===== config.mk =====
export PLATFORM = sky130hd
export DESIGN_NAME = key_array_filter
export DESIGN_NICKNAME = d
export VERILOG_FILES = /design/src/rtl/key_filter_pkg.sv /design/src/rtl/key_chan_fsm.sv /design/src/rtl/key_array_filter.sv
export SDC_FILE = /design/constraint.sdc
export NUM_CORES = 1
export LEC_CHECK = 0
export ABC_AREA = 1
export CAP_MARGIN = 0
export CORE_UTILIZATION = 33
export DETAILED_ROUTE_END_ITERATION = 8
export GPL_TIMING_DRIVEN = 1
export PLACE_DENSITY_LB_ADDON = 0.15
export SLEW_MARGIN = 20
export SYNTH_ARGS = -nofsm -noshare
export SYNTH_HDL_FRONTEND = slang
export SYNTH_HIERARCHICAL = 1
export SYNTH_SLANG_ARGS = --single-unit

===== constraint.sdc =====
create_clock -name Clk -period 2.1 [get_ports Clk]
set_clock_uncertainty 0.1 [all_clocks]
set_input_delay 0.42 -clock Clk [delete_from_list [all_inputs] [get_ports Clk]]
set_output_delay 0.42 -clock Clk [all_outputs]
set_load 0.01 [all_outputs]

===== src/rtl/key_filter_pkg.sv =====
// Shared definitions for the key filter array: one-hot channel states and a
// counter width helper.
package key_filter_pkg;

  // One-hot channel states; any other pattern is treated as corruption.
  typedef enum logic [3:0] {
    IDLE           = 4'b0001,
    FILTER_DOWN    = 4'b0010,
    DOWN           = 4'b0100,
    FILTER_RELEASE = 4'b1000
  } chan_state_e;

  // Bits needed to count 0..max_val-1 (never less than one bit).
  function automatic int cnt_width(input int max_val);
    return (max_val < 2) ? 1 : $clog2(max_val);
  endfunction

endpackage


===== src/rtl/key_chan_fsm.sv =====
// One key channel: input synchroniser, edge sampling, debounce FSM and the
// debounce / hold / repeat counters that produce the press, long and repeat
// pulses.
module key_chan_fsm
  import key_filter_pkg::*;
#(
  parameter int CNT_MAX  = 1_000_000,
  parameter int LONG_MAX = 50_000_000,
  parameter int REP_MAX  = 10_000_000,
  parameter int REP_EN   = 1
) (
  input  logic Clk,
  input  logic Rst_n,
  input  logic key_in,
  output logic key_flag,
  output logic key_state,
  output logic key_long,
  output logic key_rep
);

  localparam int DEB_W  = cnt_width(CNT_MAX);
  localparam int HOLD_W = cnt_width(LONG_MAX + 1);
  localparam int REP_W  = cnt_width(REP_MAX);

  localparam logic [DEB_W-1:0]  DEB_LAST  = DEB_W'(CNT_MAX - 1);
  localparam logic [HOLD_W-1:0] HOLD_LAST = HOLD_W'(LONG_MAX - 1);
  localparam logic [HOLD_W-1:0] HOLD_DONE = HOLD_W'(LONG_MAX);
  localparam logic [REP_W-1:0]  REP_LAST  = REP_W'(REP_MAX - 1);

  logic sync_a, sync_b, samp_r1, samp_r2;
  logic fall, rise;

  chan_state_e       state;
  logic [DEB_W-1:0]  deb_cnt;
  logic [HOLD_W-1:0] hold_cnt;
  logic [REP_W-1:0]  rep_cnt;

  logic              long_hit;
  logic              hold_done;
  logic [HOLD_W-1:0] hold_step;
  logic              rep_run;
  logic              rep_wrap;
  logic [REP_W-1:0]  rep_step;

  // Synchronise the raw level, sample it twice and register the edge strobes
  // so the FSM sees a clean one-cycle event per level change.
  always_ff @(posedge Clk or negedge Rst_n) begin
    if (!Rst_n) begin
      sync_a  <= 1'b1;
      sync_b  <= 1'b1;
      samp_r1 <= 1'b1;
      samp_r2 <= 1'b1;
      fall    <= 1'b0;
      rise    <= 1'b0;
    end else begin
      sync_a  <= key_in;
      sync_b  <= sync_a;
      samp_r1 <= sync_b;
      samp_r2 <= samp_r1;
      fall    <= !samp_r1 & samp_r2;
      rise    <= samp_r1 & !samp_r2;
    end
  end

  // Next values for the saturating hold counter and the wrapping repeat counter.
  always_comb begin
    long_hit  = (hold_cnt == HOLD_LAST);
    hold_done = (hold_cnt == HOLD_DONE);
    hold_step = hold_done ? hold_cnt : hold_cnt + 1'b1;
    rep_run   = (REP_EN != 0) && hold_done;
    rep_wrap  = (rep_cnt == REP_LAST);
    rep_step  = rep_wrap ? '0 : rep_cnt + 1'b1;
  end

  // Debounce FSM with registered pulse and level outputs; an edge always
  // beats a debounce expiry landing in the same cycle.
  always_ff @(posedge Clk or negedge Rst_n) begin
    if (!Rst_n) begin
      state     <= IDLE;
      deb_cnt   <= '0;
      hold_cnt  <= '0;
      rep_cnt   <= '0;
      key_flag  <= 1'b0;
      key_state <= 1'b1;
      key_long  <= 1'b0;
      key_rep   <= 1'b0;
    end else begin
      key_flag <= 1'b0;
      key_long <= 1'b0;
      key_rep  <= 1'b0;
      case (state)
        IDLE: begin
          if (fall) begin
            state   <= FILTER_DOWN;
            deb_cnt <= '0;
          end
        end
        FILTER_DOWN: begin
          if (rise) begin
            state <= IDLE;
          end else if (deb_cnt == DEB_LAST) begin
            state     <= DOWN;
            key_flag  <= 1'b1;
            key_state <= 1'b0;
            hold_cnt  <= '0;
            rep_cnt   <= '0;
          end else begin
            deb_cnt <= deb_cnt + 1'b1;
          end
        end
        DOWN: begin
          hold_cnt <= hold_step;
          key_long <= long_hit;
          if (rise) begin
            state   <= FILTER_RELEASE;
            deb_cnt <= '0;
          end else if (rep_run) begin
            rep_cnt <= rep_step;
            key_rep <= rep_wrap;
          end
        end
        FILTER_RELEASE: begin
          if (fall) begin
            state    <= DOWN;
            hold_cnt <= hold_step;
            key_long <= long_hit;
          end else if (deb_cnt == DEB_LAST) begin
            state     <= IDLE;
            key_flag  <= 1'b1;
            key_state <= 1'b1;
            hold_cnt  <= '0;
            rep_cnt   <= '0;
          end else begin
            deb_cnt  <= deb_cnt + 1'b1;
            hold_cnt <= hold_step;
            key_long <= long_hit;
          end
        end
        default: begin
          state     <= IDLE;
          deb_cnt   <= '0;
          hold_cnt  <= '0;
          rep_cnt   <= '0;
          key_state <= 1'b1;
        end
      endcase
    end
  end

endmodule


===== src/rtl/key_array_filter.sv =====
// Array of independent key debounce channels, one per key_in bit.
module key_array_filter #(
  parameter int KEY_NUM  = 4,
  parameter int CNT_MAX  = 1_000_000,
  parameter int LONG_MAX = 50_000_000,
  parameter int REP_MAX  = 10_000_000,
  parameter int REP_EN   = 1
) (
  input  logic               Clk,
  input  logic               Rst_n,
  input  logic [KEY_NUM-1:0] key_in,
  output logic [KEY_NUM-1:0] key_flag,
  output logic [KEY_NUM-1:0] key_state,
  output logic [KEY_NUM-1:0] key_long,
  output logic [KEY_NUM-1:0] key_rep
);

  genvar gi;
  generate
    for (gi = 0; gi < KEY_NUM; gi++) begin : g_chan
      key_chan_fsm #(
        .CNT_MAX (CNT_MAX),
        .LONG_MAX(LONG_MAX),
        .REP_MAX (REP_MAX),
        .REP_EN  (REP_EN)
      ) u_chan (
        .Clk      (Clk),
        .Rst_n    (Rst_n),
        .key_in   (key_in[gi]),
        .key_flag (key_flag[gi]),
        .key_state(key_state[gi]),
        .key_long (key_long[gi]),
        .key_rep  (key_rep[gi])
      );
    end
  endgenerate

endmodule

==> results by group, run 1 <==
Timing
  • Worst-margin pin slew: 0.486 ns
  • Hold slack: 0.148 ns
  • Max Clock Freq: 0.507 GHz
  • Fin. Hold Viols: 0
  • Minimum clock period: 1.97 ns
  • Fin worst setup slack: 0.126 ns
  • Final period utilization: 94.0%
  • Final Max Slew Viols: 0
  • Slew margin rel.: 67.3%
  • Setup-failing EPs final: 0
  • Unrepaired setup endpoints after global routing: no
  • Setup_tns: 0 ns

Finish
  • Nets@finish: 3,645
  • Most frequent cells in the layout: nand2_1 (1,132), nor2_1 (492), nand3_1 (343)
  • FF+latch area: 8440 um2
  • Area Growth Syn to Fin: 17.9%
  • Fillers: 7,349
  • Fin util: 39.3%
  • Finished Cell Area: 27,000 um2
  • Share of cells above drive strength 1: 11.2%
  • Commonest non-fill, non-tap cell in the layout: nand2_1
  • Number of diodes: 0
  • Area of the multi-input gates: 12,500 um2
  • Post-route insts no fill: 4,591

Logic synthesis
  • Cell variety after synth: 40
  • Syn Nets: 3,479
  • Syn Inst Count: 3,457
  • #FFs+latches synth: 336
  • Synth Area in XOR/XNOR: 4.79%
  • Top FF cell, synth: dfrtp_1
  • Largest family of logic cells by synthesized area: simple AND/OR/NAND/NOR gates
  • Synth Area in Adders: 0.875%
  • Sequential fraction of the synthesis area: 36.9%
  • Ys async rst share: 100%
  • Synth Area in Simple Gates: 42.0%
  • Post-synthesis mux area share: 0%
  • Number of synthesized flops with an enable pin: 0
  • Yosys warns: 6
  • Mean Syn Cell Area: 6.62 um2
  • Post-Syn Area: 22,900 um2
  • Compound-Gate Fraction of Synth Area: 6.90%

Worst setup path
  • Crit path kind: reg2out
  • Reg2reg setup slack: 0.16 ns
  • Buf+Inv Stages, Crit Path: 1
  • CP Launch Type: flip-flop
  • Crit-path leading delay family: buffers and inverters
  • Critical Path Sink Type: primary output
  • Reg-to-reg critical path startpoint: g_chan[2].u_chan/deb_cnt[0]
  • R2r worst-path depth: 9
  • Required time worst endpoint: 1.58 ns
  • Crit Path Max Fanout: 1
  • Critical path arrival: 1.45 ns
  • Crit path max-delay cell type: clkdlybuf4s50_1
  • Crit path cell chain: clkdlybuf4s50_1
  • Reg2Reg Capture Point: g_chan[2].u_chan/rep_cnt[15]
  • Slowest cell delay on critical path: 0.55 ns

Global routing
  • Vias in the first global route: 20,766
  • Total Routing Usage GR: 17.7%
  • Initial antenna violation count: 0
  • Grt ovf: 0
  • Global-route wire length before repair: 105,000 um
  • Largest net degree at the start of global routing: 80

CTS
  • CTS buffer count: 45
  • CTS tree: yes
  • Clock buffer depth: 3
  • Clock Pin Slew Worst Setup and Hold Paths: 0.05 ns
  • Clk_lat worst skew: 0.58 ns
  • Clock sinks: 336
  • Clock root buffer: clkbuf_16
  • H-tree levels: 2

Detailed routing
  • Vias: 21,690
  • Pre-Repair DR Iteration Count: 5
  • Routed Antenna Nets: 0
  • DRC: 0
  • DR vias/cell: 4.72
  • Routed WL: 62,000 um
  • Average wire per standard cell: 13.5 um
  • Initial detailed-routing violation count: 1,370

Placement
  • Setup WS pre-CTS: 0.0716 ns
  • Port bufs: 21
  • DP Area: 25,300 um2
  • Dpl cells: 4,504
  • Final RePlAce weighted congestion: 0.905
  • Post-detailed-placement half-perimeter wirelength: 46,500 um

Power
  • Total Power: 22.5 mW
  • Leakage power: 11.4 nW
  • Peak supply drop: 0.000586 V
  • Total power divided by cell area: 833 nW/um2

Run status
  • Status: finished, final reports clean

Floorplanning
  • Total number of placement rows: 96
  • Core Area: 68,600 um2
  • DIE AREA: 70,400 um2
  • Die Y: 265 um
  • Die X: 265 um
  • # IOs: 22
  • Starting Density: 33.4%

Min path
  • Hold path cells: 1
  • Min-delay src: key_in[1]
  • Min-Delay Endpoint: g_chan[1].u_chan/sync_a
  • Worst hold-check path type: in2reg

Run
  • Max Cap Violations: 0
==> layer usage <==
metal	wire, um	vias to the layer above	GRT usage (%)
li1	-	11418	-
met1	30500	9903	24.4
met2	28200	281	29.3
met3	1990	88	2.38
met4	1300	0	4.44
met5	0	-	0
==> how the worst max path moves through the flow <==
stage	startpoint	end	cells past startpoint
CTS	g_chan[3].u_chan/deb_cnt[1]	g_chan[3].u_chan/hold_cnt[4]	9
finish	g_chan[2].u_chan/key_long	key_long[2]	1
floorplan	g_chan[3].u_chan/deb_cnt[0]	g_chan[3].u_chan/rep_cnt[12]	10
global placement	g_chan[3].u_chan/hold_cnt[21]	g_chan[3].u_chan/key_rep	9
global route	g_chan[1].u_chan/hold_cnt[0]	g_chan[1].u_chan/rep_cnt[19]	12
detailed placement	g_chan[3].u_chan/deb_cnt[1]	g_chan[3].u_chan/hold_cnt[4]	9
==> sequential cells by signal, summed over array words and instances (netlist names), 16 cells and up <==
| signal | cells |
|---|---|
| g_chan.u_chan/hold_cnt | 104 |
| g_chan.u_chan/rep_cnt | 96 |
| g_chan.u_chan/deb_cnt | 80 |
| g_chan.u_chan/state | 16 |
==> cell families (layout without fill, tap and decap cells) <==
group,count (synthesis),count (layout)
flops,336,336
buf+inv,471,674
fa+ha+maj,16,16
compound gates,269,269
xor+xnor,125,125
simple gates,2240,2240
==> power breakdown <==
group          switching [mW]  internal [mW]
Sequential              0.223           6.85
Combinational            4.91           2.31
Clock                    3.09           5.09
Total                    8.23           14.2
==> layout make-up <==
| type | instances | share of cell area, % |
|---|---|---|
| multi-input combinational | 2650 | 46.5 |
| sequential | 336 | 31.3 |
| timing repair buffer | 208 | 6.69 |
| inverter | 382 | 5.32 |
| clock buffer | 63 | 4.84 |
| tap | 931 | 4.32 |
| clock inverter | 21 | 1.03 |
==> synth_stat cells (2+ instances only) <==
master | n | area share (%)
o21ai_0 | 42 | 0.92
xnor2_1 | 17 | 0.65
dfstp_2 | 24 | 2.8
nand4_1 | 113 | 3.1
inv_2 | 38 | 0.62
o211ai_1 | 69 | 2.3
and2_1 | 4 | 0.11
nand4_4 | 3 | 0.28
a21oi_4 | 3 | 0.21
nor3_4 | 8 | 0.57
xor2_1 | 108 | 4.1
clkbuf_1 | 43 | 0.71
o21ai_1 | 111 | 2.4
o21bai_1 | 2 | 0.066
nor4_1 | 4 | 0.11
inv_1 | 338 | 5.5
nand3_1 | 344 | 7.5
nor2_2 | 13 | 0.36
buf_2 | 22 | 0.48
ha_1 | 16 | 0.88
nand2_1 | 1135 | 19
clkinv_1 | 6 | 0.098
nand3b_1 | 2 | 0.066
nor2_1 | 500 | 8.2
nor3_2 | 3 | 0.13
nand3_4 | 3 | 0.23
nor3_1 | 62 | 1.4
dfrtp_1 | 312 | 34
nand3_2 | 5 | 0.22
nand2_2 | 13 | 0.36
buf_6 | 17 | 0.84
o32ai_1 | 3 | 0.11
buf_4 | 7 | 0.23
nor3b_1 | 7 | 0.23
a21oi_1 | 35 | 0.77
or2_2 | 21 | 0.57
==> timing repair <==
action,in CTS,in global routing
resized for setup,4,19
cloned,0,1
setup buffers,0,1
setup endpoints to repair,4,124
hold buffers,1,0
pin swaps,0,1
endpoints found under the hold margin,226,0
(Power assumes the default switching activity.)
==> inputs of run 2 (changes only) <==
--- a/config.mk
+++ b/config.mk
@@ -11,6 +11,7 @@
 export DETAILED_ROUTE_END_ITERATION = 8
 export GPL_TIMING_DRIVEN = 1
 export PLACE_DENSITY_LB_ADDON = 0.15
+export RECOVER_POWER = 25
 export SLEW_MARGIN = 20
 export SYNTH_ARGS = -nofsm -noshare
 export SYNTH_HDL_FRONTEND = slang
==> run 2 against run 1 <==
  * Wire length about the same
  * Sequential share of layout area increased by 0.063 points
  * Global-route usage unchanged
  * Non-clock buffer count unchanged
  * Fmax about the same
  * Combinational power about the same
  * Critical path type unchanged
==> results by group, run 2 (same netlist as run 1, synthesis figures left out) <==
Worst setup path
  • Reg-to-reg critical path startpoint: g_chan[2].u_chan/deb_cnt[14]
  • Crit path kind: reg2out
  • Slowest cell delay on critical path: 0.55 ns (about the same)
  • Crit-path leading delay family: buffers and inverters
  • Worst Setup SP: g_chan[2].u_chan/key_long
  • Required time worst endpoint: 1.58 ns (about the same)
  • R2r worst-path depth: 10 (+1)
  • Buf+Inv Stages, Crit Path: 1 (unchanged)
  • Critical path arrival: 1.45 ns (about the same)
  • CP Launch Type: flip-flop
  • Reg2reg setup slack: 0.16 ns (about the same)
  • Reg2Reg Capture Point: g_chan[2].u_chan/rep_cnt[15]
  • Crit path cell chain: clkdlybuf4s50_1
  • Crit path to: key_long[2]
  • Crit Path Max Fanout: 1 (unchanged)
  • Critical Path Sink Type: primary output
  • WP depth: 1 (unchanged)
  • Crit path max-delay cell type: clkdlybuf4s50_1

Finish
  • Top reg by flops: g_chan.u_chan/hold_cnt
  • Flip-flop count of the largest register after layout: 104 (unchanged)
  • Nets@finish: 3,645 (unchanged)
  • Share of cells above drive strength 1: 11.0% (-0.19 points)
  • Area Growth Syn to Fin: 17.7%
  • Fin util: 39.2% (-0.078 points)
  • Number of diodes: 0 (unchanged)
  • Post-route insts no fill: 4,591 (unchanged)
  • Largest regs: g_chan.u_chan/hold_cnt x104, g_chan.u_chan/rep_cnt x96, g_chan.u_chan/deb_cnt x80
  • Most frequent cells in the layout: nand2_1 (1,132), nor2_1 (492), nand3_1 (343)
  • Commonest non-fill, non-tap cell in the layout: nand2_1
  • Finished Cell Area: 26,900 um2 (-0.20%)
  • Fillers: 7,354 (+0.068%)

Power
  • Total Power: 22.5 mW (about the same)
  • P_int: 14.2 mW (-0.10%)
  • Combinational Power Share: 32.1% (about the same)
  • Sequential share of power: 31.5% (about the same)
  • Peak supply drop: 0.000586 V (about the same)
  • Leakage power: 11.4 nW (-0.24%)
  • Clock power frac: 36.4% (about the same)
  • NetSw: 8.22 mW (about the same)
  • Total power divided by cell area: 834 nW/um2 (+0.11%)
  • Sw Share: 36.6% (about the same)

Detailed routing
  • Pre-Repair DR Iteration Count: 6 (+1)
  • Initial detailed-routing violation count: 1,352 (-1.3%)
  • Routed Antenna Nets: 0 (unchanged)
  • Average wire per standard cell: 13.5 um (about the same)
  • Vias: 21,681 (-0.041%)
  • DRC: 0 (unchanged)
  • Routed WL: 62,000 um (about the same)
  • DR vias/cell: 4.72 (about the same)

CTS
  • CTS buffer count: 45 (unchanged)
  • Clock buffer depth: 3 (unchanged)
  • Clk_lat worst skew: 0.58 ns (about the same)
  • Clock root buffer: clkbuf_16
  • Clock sinks: 336 (unchanged)
  • CTS tree: yes
  • Clock Pin Slew Worst Setup and Hold Paths: 0.06 ns (about the same)
  • H-tree levels: 2 (unchanged)

Timing
  • Slew margin rel.: 18.3% (-49 points)
  • Max Clock Freq: 0.507 GHz (about the same)
  • Fin. Hold Viols: 0 (unchanged)
  • Final period utilization: 94.0% (about the same)
  • Hold slack: 0.173 ns (+0.0257 ns)
  • Fin worst setup slack: 0.126 ns (+0.0000160 ns)
  • Unrepaired setup endpoints after global routing: no
  • Setup_tns: 0 ns (unchanged)
  • Setup-failing EPs final: 0 (unchanged)
  • Worst-margin pin slew: 1.23 ns (+0.739 ns)
  • Final Max Slew Viols: 0 (unchanged)
  • Minimum clock period: 1.97 ns (-0.0000160 ns)

Placement
  • Final RePlAce weighted congestion: 0.905 (unchanged)
  • Post-detailed-placement half-perimeter wirelength: 46,500 um (unchanged)
  • Setup WS pre-CTS: 0.0716 ns (unchanged)
  • Port bufs: 21 (unchanged)
  • DP Area: 25,300 um2 (unchanged)
  • Dpl cells: 4,504 (unchanged)

Floorplanning
  • # IOs: 22 (unchanged)
  • DIE AREA: 70,400 um2 (unchanged)
  • Die X: 265 um (unchanged)
  • Die Y: 265 um (unchanged)
  • Starting Density: 33.4% (unchanged)
  • Total number of placement rows: 96 (unchanged)
  • Core Area: 68,600 um2 (unchanged)

Run status
  • Status: finished, final reports clean

Global routing
  • Initial antenna violation count: 0 (unchanged)
  • Total Routing Usage GR: 17.7% (unchanged)
  • Global-route wire length before repair: 105,000 um (unchanged)
  • Largest net degree at the start of global routing: 80 (unchanged)
  • Vias in the first global route: 20,766 (unchanged)
  • Grt ovf: 0 (unchanged)

Min path
  • Worst hold-check path type: in2async

Run
  • Max Cap Violations: 0 (unchanged)
run 2: changes by cell type in the layout (fill, tap and decap cells not counted), sizes merged:
cell	delta
clkbuf	+6
clkdlybuf4s50	-4
buf	-6
dlygate4sd3	+4
run 2: layer usage:
layer  GRT usage (%)  share of wire, %  up-vias
li1                -                 -    11414
met1            24.4                49     9907
met2            29.3                46      273
met5               0                 0        -
met4            4.44               2.1        0
met3            2.38               3.1       87
run 2: worst min path at each step:
| stage | from | endpoint | cells after the start |
|---|---|---|---|
| detailed placement | Rst_n | g_chan[0].u_chan/deb_cnt[18] | 1 |
| global route | Rst_n | g_chan[3].u_chan/rep_cnt[17] | 2 |
| global placement | Rst_n | g_chan[0].u_chan/deb_cnt[18] | 1 |
| floorplan | Rst_n | g_chan[0].u_chan/deb_cnt[0] | 0 |
| finish | Rst_n | g_chan[0].u_chan/deb_cnt[18] | 2 |
| CTS | key_in[1] | g_chan[1].u_chan/sync_a | 1 |
run 2: power groups by stage:
stage                     Combinational (mW)  Sequential [mW]  Clock (mW)
after global routing                    8.14             7.11        8.75
after global placement                  7.18             7.18           0
final                                   7.20             7.07        8.18
after floorplan                         5.06             7.19           0
after detailed placement                7.17             7.19           0
after CTS                               7.16             7.07        8.51
run 2: cell type report:
cell class              count  area [um2]  area share, %
flip-flops and latches    336        8440           31.4
repair buffers            208        1750           6.50
inverters                 382        1430           5.33
well taps                 931        1160           4.33
clock buffers              63        1310           4.85
multi-input cells        2650       12500           46.6
clock inverters            21         278           1.03
run 2: what timing repair did:
action / in CTS / in global routing
hold endpoints to repair: 226 / 0
gates resized for setup: 4 / 19
setup buffers: 0 / 1
gates cloned: 0 / 1
pin swaps: 0 / 1
hold buffers: 1 / 0
endpoints found under the setup margin: 4 / 124
==> inputs of run 3 (changes only) <==
--- a/config.mk
+++ b/config.mk
@@ -10,6 +10,7 @@
 export CORE_UTILIZATION = 33
 export DETAILED_ROUTE_END_ITERATION = 8
 export GPL_TIMING_DRIVEN = 1
+export HOLD_SLACK_MARGIN = 0.06
 export PLACE_DENSITY_LB_ADDON = 0.15
 export RECOVER_POWER = 25
 export SLEW_MARGIN = 20
@@ -17,3 +18,4 @@
 export SYNTH_HDL_FRONTEND = slang
 export SYNTH_HIERARCHICAL = 1
 export SYNTH_SLANG_ARGS = --single-unit
+export TNS_END_PERCENT = 10
==> run 3 against run 2 <==
  * Critical path depth did not move
  * Non-clock buffer count fell by 2
  * Fmax barely moved
  * Clock-buffer cell count did not move
  * Cell count barely moved
  * Register-to-register slack barely moved
  * Wire length barely moved
  * Sequential share of layout area barely moved
  * Largest cell class unchanged
==> results by group, run 3 (same netlist as run 1, synthesis figures left out) <==
Finish
  • Fillers: 7,356 (+0.027%)
  • Top reg by flops: g_chan.u_chan/hold_cnt
  • Commonest non-fill, non-tap cell in the layout: nand2_1
  • Share of cells above drive strength 1: 10.9% (-0.13 points)
  • Flip-flop count of the largest register after layout: 104 (unchanged)
  • FF+latch area: 8440 um2 (unchanged)
  • Number of diodes: 0 (unchanged)
  • Largest regs: g_chan.u_chan/hold_cnt x104, g_chan.u_chan/rep_cnt x96, g_chan.u_chan/deb_cnt x80
  • Nets@finish: 3,643 (-0.055%)
  • Most frequent cells in the layout: nand2_1 (1,132), nor2_1 (494), nand3_1 (343)
  • Post-route insts no fill: 4,589 (-0.044%)
  • Area Growth Syn to Fin: 17.5%
  • Area of the multi-input gates: 12,500 um2 (about the same)

Detailed routing
  • DR vias/cell: 4.72 (about the same)
  • Pre-Repair DR Iteration Count: 5 (-1)
  • Initial detailed-routing violation count: 1,364 (+0.89%)
  • Routed WL: 62,000 um (about the same)
  • Vias: 21,660 (-0.097%)
  • Average wire per standard cell: 13.5 um (about the same)
  • Routed Antenna Nets: 0 (unchanged)
  • DRC: 0 (unchanged)

Power
  • Total Power: 22.3 mW (-0.60%)
  • Total power divided by cell area: 830 nW/um2 (-0.46%)
  • Leakage power: 11.4 nW (-0.15%)
  • Peak supply drop: 0.000585 V (-0.13%)

Global routing
  • Grt met2 use: 29.3% (unchanged)
  • Grt ovf: 0 (unchanged)
  • Global-route wire length before repair: 105,000 um (unchanged)
  • Met1 track demand over resource: 24.4% (unchanged)
  • M3 GR Usage: 2.38% (unchanged)
  • Total Routing Usage GR: 17.7% (unchanged)
  • Vias in the first global route: 20,766 (unchanged)
  • Gr busiest metal: met2
  • Largest net degree at the start of global routing: 80 (unchanged)
  • Initial antenna violation count: 0 (unchanged)

Floorplanning
  • # IOs: 22 (unchanged)
  • Die X: 265 um (unchanged)
  • Core Area: 68,600 um2 (unchanged)
  • Total number of placement rows: 96 (unchanged)
  • Die Y: 265 um (unchanged)
  • Starting Density: 33.4% (unchanged)
  • DIE AREA: 70,400 um2 (unchanged)

Timing
  • Fin. Hold Viols: 0 (unchanged)
  • Final Max Slew Viols: 0 (unchanged)
  • Setup_tns: 0 ns (unchanged)
  • Final period utilization: 94.1% (about the same)
  • Slew margin rel.: 18.3% (-0.037 points)
  • Setup-failing EPs final: 0 (unchanged)
  • Worst-margin pin slew: 1.23 ns (+0.000553 ns)
  • Unrepaired setup endpoints after global routing: no
  • Max Clock Freq: 0.506 GHz (about the same)
  • Minimum clock period: 1.98 ns (+0.00189 ns)

Worst setup path
  • R2r worst-path depth: 12 (+2)
  • CP Launch Type: flip-flop
  • Critical Path Sink Type: primary output
  • Critical path arrival: 1.46 ns (about the same)
  • Crit path cell chain: clkdlybuf4s50_1
  • Crit-path leading delay family: buffers and inverters
  • Reg-to-reg critical path startpoint: g_chan[2].u_chan/hold_cnt[0]
  • Slowest cell delay on critical path: 0.55 ns (about the same)
  • Buf+Inv Stages, Crit Path: 1 (unchanged)
  • Reg2Reg Capture Point: g_chan[2].u_chan/rep_cnt[15]
  • Required time worst endpoint: 1.58 ns (about the same)
  • Reg2reg setup slack: 0.16 ns (about the same)
  • Crit Path Max Fanout: 1 (unchanged)
  • Crit path kind: reg2out
  • Crit path max-delay cell type: clkdlybuf4s50_1

Run status
  • Status: finished, final reports clean

CTS
  • Clock buffer depth: 3 (unchanged)
  • Clock root buffer: clkbuf_16
  • Clock Pin Slew Worst Setup and Hold Paths: 0.06 ns (about the same)
  • H-tree levels: 2 (unchanged)
  • CTS buffer count: 45 (unchanged)
  • CTS tree: yes
  • Clock sinks: 336 (unchanged)
  • Clk_lat worst skew: 0.58 ns (about the same)

Run
  • Max Cap Violations: 0 (unchanged)

Min path
  • Worst hold-check path type: in2async

Placement
  • Final RePlAce weighted congestion: 0.905 (unchanged)
  • Dpl cells: 4,504 (unchanged)
  • Post-detailed-placement half-perimeter wirelength: 46,500 um (unchanged)
  • Port bufs: 21 (unchanged)
[run 3: per-stage QoR]
step	setup slack (ns)	cell area [um2]	hold WS (ns)	util, %
global placement	0.0933	25300	0.189	36.9
finish	0.125	26900	0.173	39.2
global route	0.000267	26900	0.155	39.2
floorplan	0.210	22900	0.0244	-
detailed placement	0.0716	25300	0.187	36.9
CTS	0.0662	26900	0.110	39.2
[run 3: final cells by class]
class | count | share of cell area [%]
clock buffers | 63 | 4.86
clock inverters | 21 | 1.03
inverters | 382 | 5.33
multi-input cells | 2650 | 46.7
flip-flops and latches | 336 | 31.4
well taps | 931 | 4.33
repair buffers | 206 | 6.39
[run 3: layer usage]
| metal | up-vias | wire, um |
|---|---|---|
| li1 | 11407 | - |
| met1 | 9903 | 30500 |
| met2 | 262 | 28200 |
| met3 | 88 | 1990 |
| met4 | 0 | 1300 |
| met5 | - | 0 |
[run 3: where the power goes]
part           switching, mW  leakage (nW)  internal [mW]  total [mW]
Sequential             0.222          4.59           6.85        7.07
Combinational           4.87          6.03           2.20        7.07
Clock                   3.09         0.774           5.09        8.18
[run 3: repair_timing]
action,CTS,global route
hold buffers,1,0
resized for setup,4,16
setup endpoints to repair,4,124
buffers inserted,0,0
pin swaps,0,0
hold endpoints to repair,227,0
[run 3: how the worst max path moves through the flow]
stage	start	to	slack, ns	cells after the start
after global placement	g_chan[3].u_chan/hold_cnt[21]	g_chan[3].u_chan/key_rep	0.09	9
after global routing	g_chan[1].u_chan/hold_cnt[0]	g_chan[1].u_chan/rep_cnt[19]	0.0003	12
final	g_chan[2].u_chan/key_long	key_long[2]	0.12	1
after detailed placement	g_chan[3].u_chan/deb_cnt[1]	g_chan[3].u_chan/hold_cnt[4]	0.07	9
after floorplan	g_chan[3].u_chan/deb_cnt[0]	g_chan[3].u_chan/rep_cnt[12]	0.21	10
after CTS	g_chan[3].u_chan/deb_cnt[1]	g_chan[3].u_chan/hold_cnt[4]	0.07	9
